## src/rtl/mult_issue_ctrl.sv

```systemverilog
// mult_issue_ctrl: issue stage for the 4-bit shift-add multiplier.
// Operand pairs are buffered in a DEPTH-entry FIFO and issued one at a time
// with a single-cycle start pulse. Products come back on a valid/ready port.
// Optional feature macro: MIC_TIMEOUT_EN adds a watchdog over WAIT_LO/WAIT_HI
// that aborts a hung operation and raises a sticky err_timeout.
module mult_issue_ctrl #(
    parameter int DEPTH   = 4,
    parameter int TIMEOUT = 32
) (
    input  logic       clk,
    input  logic       rst,
    input  logic       in_valid,
    output logic       in_ready,
    input  logic [3:0] in_mplier,
    input  logic [3:0] in_mcand,
    output logic       mul_start,
    output logic [3:0] mul_mplier,
    output logic [3:0] mul_mcand,
    input  logic       mul_ready,
    input  logic [7:0] mul_product,
    output logic       res_valid,
    input  logic       res_ready,
    output logic [7:0] res_data,
    output logic       busy,
    output logic       err_timeout
);

    localparam int PW = (DEPTH > 1) ? $clog2(DEPTH) : 1;
    localparam int CW = PW + 1;
    localparam logic [CW-1:0] FULL_CNT = CW'(DEPTH);

    // Parameter sanity: pointer wrap relies on a power-of-2 depth.
    if (DEPTH < 2 || (DEPTH & (DEPTH - 1)) != 0) begin : g_bad_depth
        $error("mult_issue_ctrl: DEPTH must be a power of 2 and >= 2");
    end
    if (TIMEOUT < 1) begin : g_bad_timeout
        $error("mult_issue_ctrl: TIMEOUT must be >= 1");
    end

    typedef enum logic [1:0] {
        S_IDLE    = 2'd0,
        S_ISSUE   = 2'd1,
        S_WAIT_LO = 2'd2,
        S_WAIT_HI = 2'd3
    } state_t;

    state_t        r_state;
    state_t        w_state_nxt;

    logic [7:0]    r_mem [DEPTH];
    logic [PW-1:0] r_wr_ptr;
    logic [PW-1:0] r_rd_ptr;
    logic [CW-1:0] r_count;

    logic          r_mul_start;
    logic [3:0]    r_mul_mplier;
    logic [3:0]    r_mul_mcand;
    logic          r_res_valid;
    logic [7:0]    r_res_data;

    logic          w_push;
    logic          w_pop;
    logic          w_empty;
    logic          w_capture;
    logic          w_abort;
    logic          w_tmo_hit;

    // in_ready is a pure function of the registered count, so a pop in the
    // same cycle never frees a slot for a push into a full FIFO.
    assign in_ready = (r_count != FULL_CNT);
    assign w_empty  = (r_count == '0);
    assign w_push   = in_valid && in_ready;

`ifdef MIC_TIMEOUT_EN
    localparam int TW = $clog2(TIMEOUT + 1);
    localparam logic [TW-1:0] TMO_LAST = TW'(TIMEOUT - 1);

    logic [TW-1:0] r_tmo_cnt;
    logic          r_err_timeout;
    logic          w_tmo_frozen;

    // Waiting on a full output register is not the multiplier's fault.
    assign w_tmo_frozen = (r_state == S_WAIT_HI) && r_res_valid && !res_ready;
    assign w_tmo_hit    = (r_tmo_cnt == TMO_LAST) && !w_tmo_frozen;

    // Watchdog: cleared while issuing, counts wait cycles unless backpressured.
    always_ff @(posedge clk) begin
        if (rst) begin
            r_tmo_cnt <= '0;
        end else if (r_state == S_ISSUE) begin
            r_tmo_cnt <= '0;
        end else if ((r_state == S_WAIT_LO || r_state == S_WAIT_HI) &&
                     !w_tmo_frozen && !w_tmo_hit) begin
            r_tmo_cnt <= r_tmo_cnt + 1'b1;
        end
    end

    // Sticky error flag, cleared only by reset.
    always_ff @(posedge clk) begin
        if (rst) begin
            r_err_timeout <= 1'b0;
        end else if (w_abort) begin
            r_err_timeout <= 1'b1;
        end
    end

    assign err_timeout = r_err_timeout;
`else
    assign w_tmo_hit   = 1'b0;
    assign err_timeout = 1'b0;
`endif

    // FIFO storage; contents need no reset since count gates every read.
    always_ff @(posedge clk) begin
        if (w_push) begin
            r_mem[r_wr_ptr] <= {in_mplier, in_mcand};
        end
    end

    // FIFO pointers and occupancy; pointers wrap naturally mod DEPTH.
    always_ff @(posedge clk) begin
        if (rst) begin
            r_wr_ptr <= '0;
            r_rd_ptr <= '0;
            r_count  <= '0;
        end else begin
            if (w_push) r_wr_ptr <= r_wr_ptr + 1'b1;
            if (w_pop)  r_rd_ptr <= r_rd_ptr + 1'b1;
            unique case ({w_push, w_pop})
                2'b10:   r_count <= r_count + 1'b1;
                2'b01:   r_count <= r_count - 1'b1;
                default: r_count <= r_count;
            endcase
        end
    end

    // FSM state register.
    always_ff @(posedge clk) begin
        if (rst) begin
            r_state <= S_IDLE;
        end else begin
            r_state <= w_state_nxt;
        end
    end

    // FSM next state plus pop/capture/abort strobes.
    always_comb begin
        w_state_nxt = r_state;
        w_pop       = 1'b0;
        w_capture   = 1'b0;
        w_abort     = 1'b0;
        unique case (r_state)
            S_IDLE: begin
                if (!w_empty && mul_ready) begin
                    w_pop       = 1'b1;
                    w_state_nxt = S_ISSUE;
                end
            end
            S_ISSUE: begin
                w_state_nxt = S_WAIT_LO;
            end
            S_WAIT_LO: begin
                // The multiplier must first drop ready to acknowledge start.
                if (w_tmo_hit) begin
                    w_abort     = 1'b1;
                    w_state_nxt = S_IDLE;
                end else if (!mul_ready) begin
                    w_state_nxt = S_WAIT_HI;
                end
            end
            S_WAIT_HI: begin
                // A capture wins over an abort landing on the same cycle.
                if (mul_ready && (!r_res_valid || res_ready)) begin
                    w_capture   = 1'b1;
                    w_state_nxt = S_IDLE;
                end else if (w_tmo_hit) begin
                    w_abort     = 1'b1;
                    w_state_nxt = S_IDLE;
                end
            end
            default: begin
                w_state_nxt = S_IDLE;
            end
        endcase
    end

    // Multiplier drive: one-cycle start, operands held until the next pop.
    always_ff @(posedge clk) begin
        if (rst) begin
            r_mul_start  <= 1'b0;
            r_mul_mplier <= '0;
            r_mul_mcand  <= '0;
        end else begin
            r_mul_start <= w_pop;
            if (w_pop) begin
                {r_mul_mplier, r_mul_mcand} <= r_mem[r_rd_ptr];
            end
        end
    end

    // Result register: capture takes priority over drain in the same cycle.
    always_ff @(posedge clk) begin
        if (rst) begin
            r_res_valid <= 1'b0;
            r_res_data  <= '0;
        end else if (w_capture) begin
            r_res_valid <= 1'b1;
            r_res_data  <= mul_product;
        end else if (res_ready) begin
            r_res_valid <= 1'b0;
        end
    end

    assign mul_start  = r_mul_start;
    assign mul_mplier = r_mul_mplier;
    assign mul_mcand  = r_mul_mcand;
    assign res_valid  = r_res_valid;
    assign res_data   = r_res_data;
    assign busy       = (r_state != S_IDLE) || !w_empty;

endmodule

```

## config.mk

```make
export PLATFORM = sky130hd
export DESIGN_NAME = mult_issue_ctrl
export DESIGN_NICKNAME = d
export VERILOG_FILES = /design/src/rtl/mult_issue_ctrl.sv
export SDC_FILE = /design/constraint.sdc
export NUM_CORES = 1
export LEC_CHECK = 0
export CORE_MARGIN = 8
export CORE_UTILIZATION = 45
export DETAILED_ROUTE_END_ITERATION = 7
export DONT_BUFFER_PORTS = 1
export PLACE_DENSITY = 0.67
export SYNTH_ARGS = -nofsm -noshare
export SYNTH_HDL_FRONTEND = slang
export SYNTH_SLANG_ARGS = --single-unit
```

## constraint.sdc

```tcl
create_clock -name clk -period 4.15 [get_ports clk]
set_input_delay 0.83 -clock clk [delete_from_list [all_inputs] [get_ports clk]]
set_output_delay 0.83 -clock clk [all_outputs]
set_load 0.02 [all_outputs]
```

==> summary.md <==
| Metric | Value |
|---|---|
| CTS tree | `done` |
| Post-synthesis cell area | `2380 µm²` |
| Count of different cell masters after synthesis | `33` |
| Layout Cells excl Fill | `253` |
| Area delta synth->final | `10.9%` |
| CTS sink cnt | `59` |
| Dpl ws | `1570 ps` |
| Grt ovf | `0` |
| Worst hold start | `r_wr_ptr[1]$_SDFFE_PP0P_` |
| Cells after Synth | `175` |
| Drt pass-1 iters | `4` |
| Vias in the first global route | `1392` |
| MaxCap Viol Count | `0` |
| Endpoints failing hold | `0` |
| First-pass GRT wire length | `6880 µm` |
| Num CTS Buffers | `9` |
| Layout cells sized above 1 | `19.7%` |
| Initial DRC count | `63` |
| WP data required | `4430 ps` |
| Total die area | `7870 µm²` |
| Most frequent cells in the layout | `32 x edfxtp_1, 27 x dfxtp_1, 21 x nand2_1` |
| Layout Skew | `6.67 ps` |
| Die Height | `88.7 µm` |
| Via-per-instance ratio | `5.08` |
| Clk root buf | `clkbuf_8` |
| Final period util | `60.2%` |
| Setup WS post-layout | `1650 ps` |
| Critical path launch point | `r_state[0]$_SDFFE_PP0P_` |
| Placed cells | `237` |
| Initial core utilization | `46.6%` |
| Hold WS | `508 ps` |
| Chip width | `88.7 µm` |
| Final #Nets | `208` |
| Placed inst area | `2420 µm²` |
| Clk pin slew, worst setup/hold paths | `70 ps` |
| Antenna Cells | `0` |
| Final setup violating endpoints | `0` |
| PostCTS Resize Cnt | `0` |
| Mapped Avg Cell Area | `13.6 µm²` |
| GRT Overall Usage | `12.3%` |
| Largest cells by area after synthesis | `edfxtp_1 40%, dfxtp_1 23%, mux4_2 7.6%` |
| Clk_lat worst skew | `350 ps` |
| ANT nets after route | `0` |
| Final total negative setup slack | `0 ps` |
| Post-synth top area share | `40.4%` |
| Wire length per cell | `17.2 µm` |
| Synth warn | `0` |
| Status | `finished, final reports clean` |
| Post-Syn Nets | `205` |
| VDD IR max | `303 µV` |
| Design area | `2640 µm²` |
| Via count | `1285` |
| Yosys top cell by area | `edfxtp_1` |
| WP data arrival | `2780 ps` |
| Core box area | `5110 µm²` |
| #FFs+latches synth | `59` |
| Reg2reg start | `r_state[0]$_SDFFE_PP0P_` |
| Power per cell area | `667 nW/µm²` |
| Cell leakage power | `0.974 nW` |
| Leading cell type in the layout, fill and taps excluded | `edfxtp_1` |
| Hold Crit Class | `reg -> reg` |
| Post-CTS setup buffer count | `0` |
| Seq/Total Area, Yosys | `63.1%` |
| Crit Path Max Fanout | `11` |
| Fmax | `400 MHz` |
| Routed Wire Length | `4350 µm` |
| Post-DP HPWL | `3120 µm` |
| Gpl congestion | `0.747` |
| CP endpoint kind | `flop` |
| Worst Tran Pin Value | `642 ps` |
| Fin crit period | `2500 ps` |
| Largest net degree at the start of global routing | `29` |
| Drc violations | `0` |
| CTS Hold Buffers Added | `0` |
| Antenna violations before repair | `0` |
| CTS max path bufs | `2` |
| I/O Pins | `42` |
| CTS H-Tree Depth | `3` |
| Slew Viols, Final | `0` |
| Rel. slew slack | `57.1%` |
| Row Count | `26` |
| WS Path Type | `reg -> reg` |
| Number of fill cells in the layout | `447` |
| I/O Buffers | `0` |
| Startpoint types | `flop` |
| Unrepaired setup endpoints after global routing | `false` |
==> cell type report <==
cell class / instances / area (µm²) / area share [%]
inverter: 9 / 35.0 / 1.33
clock inverter: 6 / 90.1 / 3.42
sequential: 59 / 1500 / 56.9
tap: 70 / 87.6 / 3.32
multi-input combinational: 99 / 796 / 30.2
clock buffer: 10 / 128 / 4.84
==> critical path, cell delays in order, from the launching register on <==
cell and delay [ps]:
dfxtp_1 310, inv_1 110, ha_1 290, nand3_4 160
inv_2 200, ha_1 220, inv_1 60, fa_1 370
xor2_1 160, or3_2 400, a21oi_1 150
==> synth_stat cells, drive strengths merged <==
cell type / n
or3: 2
or3b: 1
fa: 1
mux4: 8
mux2i: 9
and3: 4
nand2: 21
ha: 8
a21oi: 12
a21boi: 1
nand3: 2
clkinv: 1
xnor2: 2
xor2: 3
a221o: 1
nor3: 2
inv: 8
and2: 1
a211oi: 1
nand2b: 3
o21ai: 1
conb: 1
nor2: 15
dfxtp: 27
buf: 4
clkbuf: 4
edfxtp: 32
==> path summary, 6_finish.rpt <==
| path | slack, ps | cells after the start | endpoint |
|---|---|---|---|
| max | 1650 | 10 | r_count[2]$_SDFFE_PP0P_ |
| min | 510 | 2 | r_wr_ptr[1]$_SDFFE_PP0P_ |
| max reg2reg | 1650 | 10 | r_count[2]$_SDFFE_PP0P_ |
| min reg2reg | 510 | 2 | r_wr_ptr[1]$_SDFFE_PP0P_ |
==> metal layers <==
| metal | track usage [%] | part of all wire, % | vias to the layer above |
|---|---|---|---|
| li1 | - | - | 618 |
| met1 | 12.3 | 39 | 619 |
| met2 | 19.2 | 49 | 42 |
| met3 | 7.80 | 11 | 6 |
| met4 | 6.76 | 1.2 | 0 |
| met5 | 0 | 0 | - |
==> metrics by stage <==
step	total power [mW]	utilization, %
2_1_floorplan	1.15	-
3_5_place_dp	1.21	47.4
5_1_grt	1.86	51.6
3_3_place_gp	1.19	47.4
6_report	1.76	51.6
4_1_cts	1.78	51.6
==> cell families (layout without fill, tap and decap cells) <==
logic type	after synthesis	count (layout)	share of synthesized area [%]
other	1	1	0.158
XOR/XNOR	5	5	2.16
AO/OA/AOI/OAI	16	16	4.00
adder cells (fa/ha/maj)	9	9	5.05
multiplexers	17	17	11.4
AND/OR/NAND/NOR	51	51	10.7
buffers and inverters	17	25	3.42
flip-flops	59	59	63.1
==> report_power, final <==
group	switching (mW)	leakage (nW)	total, mW	internal, mW
Clock	0.226	0.106	0.565	0.338
Sequential	0.111	0.513	0.815	0.704
Combinational	0.197	0.355	0.379	0.181
==> state kept, by name, summed over array words and instances (netlist names) <==
register and flops:
res_data 8, r_state 2, mul_mcand 4, r_mem 32, mul_start 1, res_valid 1
r_wr_ptr 2, r_rd_ptr 2, r_count 3, mul_mplier 4
Note: power is estimated with default switching activity, not from simulation.
